File: src/rtl/logisim_pattern_seq.sv
// Selectable WIDTH-bit pattern generator (binary, Gray, LFSR, walking one) with enable and prescaler.
// Optional macro LOGISIM_PATTERN_SEQ_LOAD_EN adds a parallel load (i_load, i_d).
module logisim_pattern_seq #(
   parameter int              WIDTH = 4,
   parameter int              DIV   = 1,
   parameter logic [WIDTH-1:0] TAPS = WIDTH'(4'b1100)
) (
   input  logic             i_clk,
   input  logic             i_rst,
   input  logic             i_en,
   input  logic [1:0]       i_mode,
   input  logic             i_dir,
`ifdef LOGISIM_PATTERN_SEQ_LOAD_EN
   input  logic             i_load,
   input  logic [WIDTH-1:0] i_d,
`endif
   output logic [WIDTH-1:0] o_o,
   output logic             o_tick,
   output logic             o_wrap
);

   localparam int               PCW       = (DIV > 1) ? $clog2(DIV) : 1;
   localparam logic [PCW-1:0]   PC_LAST   = PCW'(DIV - 1);
   localparam logic [WIDTH-1:0] ALL_ONES  = {WIDTH{1'b1}};
   localparam logic [WIDTH-1:0] LSB_ONLY  = WIDTH'(1);
   localparam logic [WIDTH-1:0] MSB_ONLY  = {1'b1, {(WIDTH-1){1'b0}}};
   localparam logic [1:0]       MODE_BIN  = 2'd0;
   localparam logic [1:0]       MODE_GRAY = 2'd1;
   localparam logic [1:0]       MODE_LFSR = 2'd2;
   localparam logic [1:0]       MODE_WALK = 2'd3;

   logic [WIDTH-1:0] r_state;
   logic [1:0]       r_mode;
   logic [PCW-1:0]   r_pc;
   logic             r_tick;
   logic             r_wrap;

   logic [WIDTH-1:0] w_step;
   logic             w_step_wrap;
   logic [WIDTH-1:0] w_state_next;
   logic [1:0]       w_mode_next;
   logic [PCW-1:0]   w_pc_next;
   logic             w_tick_next;
   logic             w_wrap_next;

   function automatic logic [WIDTH-1:0] seed(input logic [1:0] m);
      case (m)
         MODE_LFSR: seed = ALL_ONES;
         MODE_WALK: seed = LSB_ONLY;
         default:   seed = '0;
      endcase
   endfunction

   // Candidate next pattern value and its period-complete flag, driven by the latched mode.
   always_comb begin
      w_step      = r_state;
      w_step_wrap = 1'b0;
      case (r_mode)
         MODE_BIN, MODE_GRAY: begin
            w_step      = i_dir ? (r_state - LSB_ONLY) : (r_state + LSB_ONLY);
            w_step_wrap = i_dir ? (w_step == ALL_ONES) : (w_step == '0);
         end
         MODE_LFSR: begin
            w_step      = {r_state[WIDTH-2:0], ^(r_state & TAPS)};
            w_step_wrap = (w_step == ALL_ONES);
         end
         default: begin
            w_step      = i_dir ? {r_state[0], r_state[WIDTH-1:1]}
                                : {r_state[WIDTH-2:0], r_state[WIDTH-1]};
            w_step_wrap = i_dir ? (w_step == MSB_ONLY) : (w_step == LSB_ONLY);
         end
      endcase
   end

   always_comb begin
      w_state_next = r_state;
      w_mode_next  = r_mode;
      w_pc_next    = r_pc;
      w_tick_next  = 1'b0;
      w_wrap_next  = 1'b0;
      if (i_mode != r_mode) begin
         w_state_next = seed(i_mode);
         w_mode_next  = i_mode;
         w_pc_next    = '0;
      end
`ifdef LOGISIM_PATTERN_SEQ_LOAD_EN
      else if (i_load) begin
         // An all-zero LFSR would lock up, so it is replaced by the seed.
         w_state_next = ((r_mode == MODE_LFSR) && (i_d == '0)) ? ALL_ONES : i_d;
         w_pc_next    = '0;
      end
`endif
      else if (i_en) begin
         if (r_pc == PC_LAST) begin
            w_state_next = w_step;
            w_pc_next    = '0;
            w_tick_next  = 1'b1;
            w_wrap_next  = w_step_wrap;
         end else begin
            w_pc_next = r_pc + PCW'(1);
         end
      end
   end

   always_ff @(posedge i_clk) begin
      if (!i_rst) begin
         r_state <= seed(i_mode);
         r_mode  <= i_mode;
         r_pc    <= '0;
         r_tick  <= 1'b0;
         r_wrap  <= 1'b0;
      end else begin
         r_state <= w_state_next;
         r_mode  <= w_mode_next;
         r_pc    <= w_pc_next;
         r_tick  <= w_tick_next;
         r_wrap  <= w_wrap_next;
      end
   end

   assign o_o    = (r_mode == MODE_GRAY) ? (r_state ^ (r_state >> 1)) : r_state;
   assign o_tick = r_tick;
   assign o_wrap = r_wrap;

endmodule

File: config.mk
export PLATFORM = sky130hd
export DESIGN_NAME = logisim_pattern_seq
export DESIGN_NICKNAME = d
export VERILOG_FILES = /design/src/rtl/logisim_pattern_seq.sv
export SDC_FILE = /design/constraint.sdc
export NUM_CORES = 1
export LEC_CHECK = 0
export BUFFER_PORTS_ARGS = -buffer_cell sky130_fd_sc_hd__buf_4
export CAP_MARGIN = 40
export CORE_MARGIN = 2
export CORE_UTILIZATION = 29
export DETAILED_ROUTE_END_ITERATION = 10
export GPL_ROUTABILITY_DRIVEN = 0
export HOLD_SLACK_MARGIN = 0.12
export PLACE_DENSITY = 0.57
export SYNTH_ARGS = -nofsm -noshare
export SYNTH_HDL_FRONTEND = slang
export SYNTH_SLANG_ARGS = --single-unit
File: constraint.sdc
create_clock -name i_clk -period 3.8 [get_ports i_clk]
set_input_delay 0.76 -clock i_clk [delete_from_list [all_inputs] [get_ports i_clk]]
set_output_delay 0.76 -clock i_clk [all_outputs]
set_load 0.005 [all_outputs]
==> impl_results.md, run 1 <==
* Status: complete, no violations
* IO Count at 12
* Worst clock skew at 0.00297 ns
* Die area at 2880 sq um
* Power share of the clock group at 22.7%
* Setup slack at placement at 1.57 ns
* Worst Hold Endpoint: r_mode[1]$_DFFE_PP_
* HPWL after detailed placement at 1.04 mm
* Leading register cell type out of synthesis: edfxtp_1
* Relative slew slack at 73.3%
* Most frequent cells after synthesis: a21oi_1 (6), edfxtp_1 (6), nand2_1 (6), xnor2_1 (6)
* Switching power at 97.0 uW
* Core Box Area at 2280 sq um
* First-pass detailed-route iteration total at 4
* Area share of the largest cell type after synthesis at 25.2%
* Worst Tran Pin Value at 0.400 ns
* DR iter-0 viols at 12
* Maximum ir drop on the vdd rail at 0.223 mV
* Cell with the largest stage delay on the worst path: edfxtp_1
* Count of max-cap constraint violations at 0
* Share of final-layout standard cells stronger than drive strength 1 at 19.0%
* Synth Cell Area at 714 sq um
* Number of buffers created by CTS at 3
* Dominant cell type by area after synthesis: edfxtp_1
* Biggest cell delay along the critical path at 0.54 ns
* First-pass GRT wire length at 2.38 mm
* Setup violations, final at 0
* Routed wirelength normalized by instance count at 12.2 um
* Horizontal die dimension at 53.6 um
* RSZ-0062 raised after global routing: false
* Pins over their slew limit at 0
* Largest net degree at the start of global routing at 11
* Capture instance of the worst register-to-register path: r_state[3]$_DFFE_PP_
* Number of stages on the worst hold path at 1
* Initial standard-cell utilization of the core at 31.4%
* Total number of yosys warnings at 0
* Placed Area at 786 sq um
* Req. time, crit path at 3.04 ns
* Sequential cell area fraction in the yosys report at 30.8%
* Vias per cell at 4.72
* Count of endpoints failing hold in the final timing report at 0
* Post-route setup slack at 1.51 ns
* Sort of element at the end of the critical path: output pin
* Most area-consuming cells after synthesis: edfxtp_1 (25%), ha_1 (8.8%), xnor2_1 (7.4%)
* Critical path arrival at 1.53 ns
* Post-route standard cell area excluding fillers at 812 sq um
* Timing-limited maximum frequency at 0.437 GHz
* Total placed cells including tap cells at 108
* Final antenna-violating net count at 0
* Synthesized area divided by synthesized cell count at 9.40 sq um
* Maximum fanout along the worst path at 10
* Register share of total power at 42.7%
* Kind of critical path: reg -> out
* Class of the tightest hold or removal check: in -> reg
* Setup_tns at 0 ns
* CTS H-tree lvls at 1
* Clock transition at the registers of the reported paths at 0.05 ns
* Vias in the first global route at 526
* Startpoint of the most critical hold path: i_mode[1]
* Count of hold buffers inserted by post-cts repair at 0
* Count of input and output buffers at 11
* Cell count after synthesis at 76
* Clock Tree Buf Depth at 2
* Reg-to-reg setup timing slack at 1.91 ns
* Growth of design area from synthesis to finish at 13.7%
* Kind of start point of the critical path: flip-flop
* Post-detailed-route DRC marker count at 0
* EDFF count, synth at 6
* Global-route usage over all layers at 11.4%
* Placement row count at 17
* Die Height at 53.6 um
* Sw frac at 32.6%
* Nets in the synthesized netlist at 88
* Count of different cell masters after synthesis at 33
* Critical path buffer and inverter count at 1
* Leakage at 0.000357 uW
* CP top delay family: flip-flops
* Final global-route overflow total at 0
* Cell-by-cell trace of the critical path: nor2b_1 -> mux2_2 -> buf_4
* Number of cells traversed by the worst register-to-register path at 5
* Final Critical Period at 2.29 ns
* Final Non-Filler Cells at 112
* CTS tree: yes
* FF-to-FF Start: r_state[2]$_DFFE_PP_
* Portion of the clock cycle consumed by the worst path in the final layout at 60.3%
* Via count of the routed design at 529
* Antenna violations before repair at 0
* CTS Sinks at 8
* Flip-flop and latch count after synthesis at 8
* Internal power at 200 uW
* Net count of the finished layout at 97
* Areal power density over the cells at 366 nW/um^2
* Post-CTS repair timing setup buffer count at 0
* Number of antenna cells inserted at 0
* Share of synthesized registers carrying an async set or reset at 0%
* Clk Tree Root Cell: clkbuf_4
* Resized Gates After CTS at 0
* Source-to-sink clock delay at the later pin of the worst-skew pair at 0.25 ns
* Fraction of power consumed by combinational cells at 34.6%
* DRT Wirelength at 1.37 mm
-- worst max-delay path by stage --
stage                           end  cells after the start                 from
5_1_grt                      o_o[1]                      3  r_mode[1]$_DFFE_PP_
3_3_place_gp   r_state[3]$_DFFE_PP_                      6                i_dir
4_1_cts                      o_o[1]                      3  r_mode[1]$_DFFE_PP_
2_1_floorplan  r_state[3]$_DFFE_PP_                      5                i_dir
6_report                     o_o[1]                      3  r_mode[1]$_DFFE_PP_
3_5_place_dp   r_state[3]$_DFFE_PP_                      6                i_dir
-- cell usage in the layout (no fill, tap or decap), types with 2 or more instances in the layout --
cell type,n
a21o_1,2
nand2_1,6
mux2i_1,4
ha_1,5
clkbuf_4,3
buf_4,11
a21oi_1,6
nor2_1,3
o221ai_1,2
xnor2_1,6
and3_1,4
inv_1,5
dfxtp_1,2
edfxtp_1,6
o21ai_0,2
-- worst register-to-register path, delay by kind of cell (launching register included) --
kind | cells | cell delay (ns)
adder cells (fa/ha/maj) | 1 | 0.38
AND/OR/NAND/NOR | 1 | 0.20
AO/OA/AOI/OAI | 3 | 0.53
flip-flops | 1 | 0.53
-- flip-flops by register name, summed over array words and instances, names as in the netlist --
name / cells
r_state: 4
o_tick: 1
r_mode: 2
o_wrap: 1
-- layer usage --
layer	up-vias	wire length (um)	global-route usage, %
met3	0	58	2.78
met4	0	0	3.85
met2	9	624	17.1
li1	283	-	-
met5	-	0	0
met1	237	688	16.0
-- per-stage QoR --
stage	util, %	hold slack [ns]	total power (uW)
2_1_floorplan	-	0.679	202
4_1_cts	35.7	0.709	302
3_3_place_gp	34.5	0.893	231
5_1_grt	35.7	0.704	323
6_report	35.7	0.717	297
3_5_place_dp	34.5	0.905	232
-- cells by family after synthesis --
logic type               synth area share, %
flip-flops                              30.8
AND/OR/NAND/NOR                         17.3
XOR/XNOR                                8.58
buffers and inverters                   9.11
adder cells (fa/ha/maj)                 11.6
AO/OA/AOI/OAI                           15.4
multiplexers                            7.18
-- final cells by class --
cell class,instances,area [sq um]
clock buffers,4,26.3
fillers,225,1460
inverters,5,18.8
multi-input cells,56,429
flip-flops and latches,8,220
well taps,28,35.0
repair buffers,11,82.6
-- power groups by stage --
stage                     clock network [uW]  registers [uW]  logic [uW]
after floorplan                            0             114        88.3
after global placement                     0             128         102
after detailed placement                   0             129         103
after CTS                               71.0             127         104
after global routing                    75.8             130         118
final                                   67.5             127         103
No activity file was read; power rests on OpenSTA's default activity.
==> run 2: changes to the inputs <==
Settings changed: ABC_AREA set to 1.
Clock period 3.8 ns to 2.3 ns, I/O delays scaled along.
==> impl_results.md, run 2 <==
* Share of synthesized registers carrying an async set or reset at 0%
* Total number of yosys warnings at 0
* Largest register FFs at 4
* IO Count at 12
* Routed wirelength normalized by instance count at 10.7 um
* Count of max-cap constraint violations at 0
* Critical path buffer and inverter count at 1
* Timing-limited maximum frequency at 0.539 GHz
* Horizontal die dimension at 54.8 um
* Areal power density over the cells at 580 nW/um^2
* Maximum ir drop on the vdd rail at 0.369 mV
* Maximum fanout along the worst path at 7
* Resized Gates After CTS at 0
* Count of hold buffers inserted by post-cts repair at 0
* Number of buffers created by CTS at 3
* Most frequently used cell type in the post-synthesis netlist: nand2_1
* Biggest cell delay along the critical path at 0.53 ns
* Most frequent cells after synthesis: nand2_1 (31), a21oi_1 (6), edfxtp_1 (6), inv_1 (6), nand3_1 (6)
* Clock Tree Buf Depth at 2
* Leading register cell type out of synthesis: edfxtp_1
* Nets in the synthesized netlist at 110
* Total placed cells including tap cells at 137
* Setup violations, final at 0
* Cell with the largest stage delay on the worst path: edfxtp_1
* Dominant cell type by area after synthesis: edfxtp_1
* Top reg by flops: r_state
* Leakage at 0.000419 uW
* Commonest cells after routing, fill and taps aside: nand2_1 (31), buf_4 (11)
* Initial standard-cell utilization of the core at 30.5%
* EDFF count, synth at 6
* Kind of critical path: reg -> out
* Placement row count at 18
* Net count of the finished layout at 124
* Worst Tran Pin Value at 0.326 ns
* Largest net degree at the start of global routing at 11
* Die area at 3010 sq um
* Relative slew slack at 78.3%
* Area share of the largest cell type after synthesis at 24.0%
* Clock transition at the registers of the reported paths at 0.06 ns
* Cell-by-cell trace of the critical path: nor2_1 -> nand2_1 -> xor2_1 -> buf_4
* Reg-to-reg setup timing slack at 0.50 ns
* DR iter-0 viols at 19
* Growth of design area from synthesis to finish at 17.5%
* CTS tree: yes
* First-pass GRT wire length at 2.58 mm
* Synth Cell Area at 749 sq um
* Count of different cell masters after synthesis at 28
* First-pass detailed-route iteration total at 4
* Most area-consuming cells after synthesis: edfxtp_1 (24%), nand2_1 (16%), ha_1 (8.3%)
* Antenna violations before repair at 0
* Worst clock skew at 0.00509 ns
* RSZ-0062 raised after global routing: false
* Status: complete, no violations
* Final antenna-violating net count at 0
* Count of endpoints failing hold in the final timing report at 0
* Vias in the first global route at 620
* CTS H-tree lvls at 1
* Post-CTS repair timing setup buffer count at 0
* Synthesized area divided by synthesized cell count at 7.65 sq um
* Portion of the clock cycle consumed by the worst path in the final layout at 80.7%
* Critical path arrival at 1.40 ns
* Class of the tightest hold or removal check: in -> reg
* Source-to-sink clock delay at the later pin of the worst-skew pair at 0.25 ns
* Share of final-layout standard cells stronger than drive strength 1 at 26.1%
* Req. time, crit path at 1.84 ns
* Pins over their slew limit at 0
* HPWL after detailed placement at 1.22 mm
* Count of input and output buffers at 11
* Kind of start point of the critical path: flip-flop
* Most common library cell in the layout ignoring fill and taps: nand2_1
* Largest registers ranked by flip-flop count: r_state (4), r_mode (2)
* Number of antenna cells inserted at 0
* Final global-route overflow total at 0
* CTS Sinks at 8
* Post-detailed-route DRC marker count at 0
* Global-route usage over all layers at 11.6%
* Setup_tns at 0 ns
* Clk Tree Root Cell: clkbuf_4
* Final Critical Period at 1.86 ns
* Sort of element at the end of the critical path: output pin
* Die Height at 54.8 um
* CP top delay family: flip-flops
* Vias per cell at 4.73
* Cell count after synthesis at 98
* Core Box Area at 2450 sq um
* DRT Wirelength at 1.52 mm
* Sequential cell area fraction in the yosys report at 29.4%
* Flip-flop and latch count after synthesis at 8
* Via count of the routed design at 667
* Final Non-Filler Cells at 141
## run 2: cell count changes in the layout (fill, tap and decap cells not counted), sizes merged, moves of 3 or more
cell | before | now
and3 | 4 | 0
inv | 5 | 11
mux2i | 4 | 0
nand2 | 6 | 33
nand3 | 1 | 9
nand4 | 0 | 3
o21ai | 3 | 6
xnor2 | 6 | 2
## run 2: final timing paths
kind | startpoint | endpoint | depth (start not counted)
hold reg to reg | r_mode[1]$_DFFE_PP_ | o_wrap$_SDFF_PP0_ | 3
setup / recovery | r_mode[1]$_DFFE_PP_ | o_o[0] | 4
hold / removal | i_mode[0] | r_mode[0]$_DFFE_PP_ | 1
setup reg to reg | r_state[0]$_DFFE_PP_ | r_state[2]$_DFFE_PP_ | 6
## run 2: kinds of logic (layout without fill, tap and decap cells)
logic type / after synthesis / in the layout / share of synthesized area, %
AO/OA/AOI/OAI: 15 / 15 / 11.2
XOR/XNOR: 3 / 3 / 4.51
adder cells (fa/ha/maj): 6 / 6 / 11.0
buffers and inverters: 14 / 27 / 8.18
flip-flops: 8 / 8 / 29.4
AND/OR/NAND/NOR: 52 / 52 / 35.7
## run 2: cell type report
type                            instances  area, sq um
Fill cell                             266         1570
Multi-Input combinational cell         76          468
Timing Repair Buffer                   11         82.6
Sequential cell                         8          220
Tap cell                               30         37.5
Inverter                               12         46.3
Clock buffer                            4         26.3
## run 2: power breakdown
group / total, uW / internal, uW / switching [uW]
registers: 204 / 173 / 30.7
logic: 193 / 85.2 / 108
clock network: 113 / 66.3 / 47.1
total: 511 / 325 / 186
## run 2: per-layer routing
layer | part of all wire (%) | vias to the layer above | global-route usage [%]
li1 | - | 357 | -
met1 | 47 | 301 | 14.3
met2 | 51 | 9 | 21.2
met3 | 2.0 | 0 | 2.46
met4 | 0 | 0 | 1.25
met5 | 0 | - | 0
## run 2: metrics by stage
step           area, sq um  setup slack [ns]  hold slack, ns  utilization, %  total power (uW)
3_5_place_dp           855             0.439           0.663            34.8               402
2_1_floorplan          749             0.665           0.559               -               341
3_3_place_gp           855             0.466           0.660            34.8               401
6_report               881             0.443           0.402            35.9               511
5_1_grt                881             0.303           0.390            35.9               558
4_1_cts                881             0.413           0.393            35.9               521
==> run 3: changes to the inputs <==
Clock period 2.3 ns to 1.8 ns, I/O delays scaled along.
==> impl_results.md, run 3 (synthesis gave the netlist of run 2 again) <==
* Worst clock skew at 0.00650 ns
* FF-to-FF Start: r_state[1]$_DFFE_PP_
* Register share of total power at 34.6%
* Die Height at 54.8 um
* CTS Sinks at 8
* Setup slack at placement at 0.0183 ns
* Kind of start point of the critical path: flip-flop
* Sort of element at the end of the critical path: output pin
* Timing-limited maximum frequency at 0.575 GHz
* Commonest cells after routing, fill and taps aside: nand2_1 (31), buf_4 (20), inv_1 (6), nand3_1 (6), edfxtp_1 (6)
* Largest register FFs at 4
* Die area at 3010 sq um
* Antenna violations before repair at 0
* Number of stages on the worst hold path at 1
* DR iter-0 viols at 23
* Post-detailed-route DRC marker count at 0
* Fraction of power consumed by combinational cells at 44.9%
* Critical path arrival at 1.38 ns
* RSZ-0062 raised after global routing: true
* Growth of design area from synthesis to finish at 29.9%
* Count of input and output buffers at 11
* Final Non-Filler Cells at 151
* Status: complete, no violations
* Power share of the clock group at 20.4%
* Number of buffers created by CTS at 3
* Number of cells traversed by the worst register-to-register path at 8
* Via count of the routed design at 708
* Cell with the largest stage delay on the worst path: edfxtp_1
* Routed wirelength normalized by instance count at 10.6 um
* Capture instance of the worst register-to-register path: r_state[3]$_DFFE_PP_
* Min Hold Slack at 0.301 ns
* DRT Wirelength at 1.61 mm
* Clock Tree Buf Depth at 2
* Setup_tns at 0 ns
* Most common library cell in the layout ignoring fill and taps: nand2_1
* Cell-by-cell trace of the critical path: buf_6 -> ha_1 -> nand2_1 -> nand2_1 -> buf_4
* Final Critical Period at 1.74 ns
* Largest registers ranked by flip-flop count: r_state (4), r_mode (2)
* Number of antenna cells inserted at 0
* Placement row count at 18
* Clk Tree Root Cell: clkbuf_4
* Net count of the finished layout at 134
* Top reg by flops: r_state
* Clock transition at the registers of the reported paths at 0.06 ns
* Cell seen most often among critical-path stages: nand2_1
* Maximum ir drop on the vdd rail at 0.673 mV
* Pins over their slew limit at 0
* Sum of internal, switching and leakage power at 702 uW
* CTS H-tree lvls at 1
* Startpoint of the most critical hold path: i_mode[0]
* Final global-route overflow total at 0
* Total placed cells including tap cells at 140
* Kind of critical path: reg -> out
* Biggest cell delay along the critical path at 0.46 ns
* Count of hold buffers inserted by post-cts repair at 0
* Number of fill cells at 255
* Portion of the clock cycle consumed by the worst path in the final layout at 96.7%
* Horizontal die dimension at 54.8 um
* Vias per cell at 4.69
* Reg-to-reg setup timing slack at 0.15 ns
* First-pass GRT wire length at 2.69 mm
* Count of max-cap constraint violations at 0
* Share of final-layout standard cells stronger than drive strength 1 at 34.7%
* Core Box Area at 2450 sq um
* Relative slew slack at 81.7%
* Final antenna-violating net count at 0
* HPWL after detailed placement at 1.26 mm
* Leakage at 0.000474 uW
* Sw frac at 35.5%
* Count of endpoints failing hold in the final timing report at 0
* IO Count at 12
* Largest net degree at the start of global routing at 11
* Areal power density over the cells at 722 nW/um^2
* Source-to-sink clock delay at the later pin of the worst-skew pair at 0.25 ns
* First-pass detailed-route iteration total at 4
* Post-route setup slack at 0.0599 ns
* Global-route usage over all layers at 12.4%
* Maximum fanout along the worst path at 4
* Worst Hold Endpoint: r_mode[0]$_DFFE_PP_
* Class of the tightest hold or removal check: in -> reg
* Switching power at 250 uW
* Internal power at 453 uW
* Initial standard-cell utilization of the core at 30.5%
* Req. time, crit path at 1.44 ns
* CTS tree: yes
* Vias in the first global route at 636
* Worst Tran Pin Value at 0.271 ns
* Setup violations, final at 0
## run 3: cell types whose count changed in the layout (fill, tap and decap cells not counted), sizes merged
cell / previous run / this run
buf: 11 / 21
## run 3: how the worst max path moves through the flow
stage	slack [ns]	cells after the start	startpoint	endpoint
after floorplan	0.17	6	r_state[0]$_DFFE_PP_	r_state[2]$_DFFE_PP_
after global routing	-0.005	5	r_state[1]$_DFFE_PP_	o_o[1]
final	0.06	5	r_state[1]$_DFFE_PP_	o_o[1]
after global placement	0.03	7	i_dir	r_state[2]$_DFFE_PP_
after detailed placement	0.02	7	i_dir	r_state[2]$_DFFE_PP_
after CTS	0.03	5	r_state[1]$_DFFE_PP_	o_o[1]
## run 3: what timing repair did
item | in CTS | in global routing
gates resized for setup | 0 | 4
setup endpoints to repair | 0 | 5
setup buffers | 0 | 7
## run 3: metal layers
| metal | wire length [um] | GRT usage (%) | vias to the layer above |
|---|---|---|---|
| met5 | 0 | 0 | - |
| li1 | - | - | 369 |
| met2 | 795 | 20.0 | 12 |
| met4 | 0 | 1.25 | 0 |
| met3 | 63 | 4.10 | 0 |
| met1 | 747 | 16.6 | 327 |
## run 3: per-stage QoR
step	instance area [sq um]	utilization, %
2_1_floorplan	749	-
4_1_cts	903	36.8
6_report	973	39.7
3_5_place_dp	877	35.7
5_1_grt	973	39.7
3_3_place_gp	877	35.7
## run 3: critical path, delay by kind of cell, from the launching register on
family                     cells  cell delay [ns]
DFF                            1             0.46
adders and majority gates      1             0.27
buffers and inverters          2             0.29
and+or+nand+nor                2             0.11
## run 3: power groups by stage
stage               Clock [uW]  Combinational, uW  Sequential [uW]
detailed placement           0                277              250
floorplan                    0                187              249
global placement             0                275              250
global route               161                358              246
CTS                        147                279              246
finish                     143                316              243
## run 3: layout make-up
class                      count  area [sq um]  share of cell area, %
clock buffer                   4          26.3                   2.70
inverter                      12          46.3                   4.76
multi-input combinational     76           482                   49.5
sequential                     8           220                   22.6
tap                           30          37.5                   3.86
timing repair buffer          21           161                   16.6
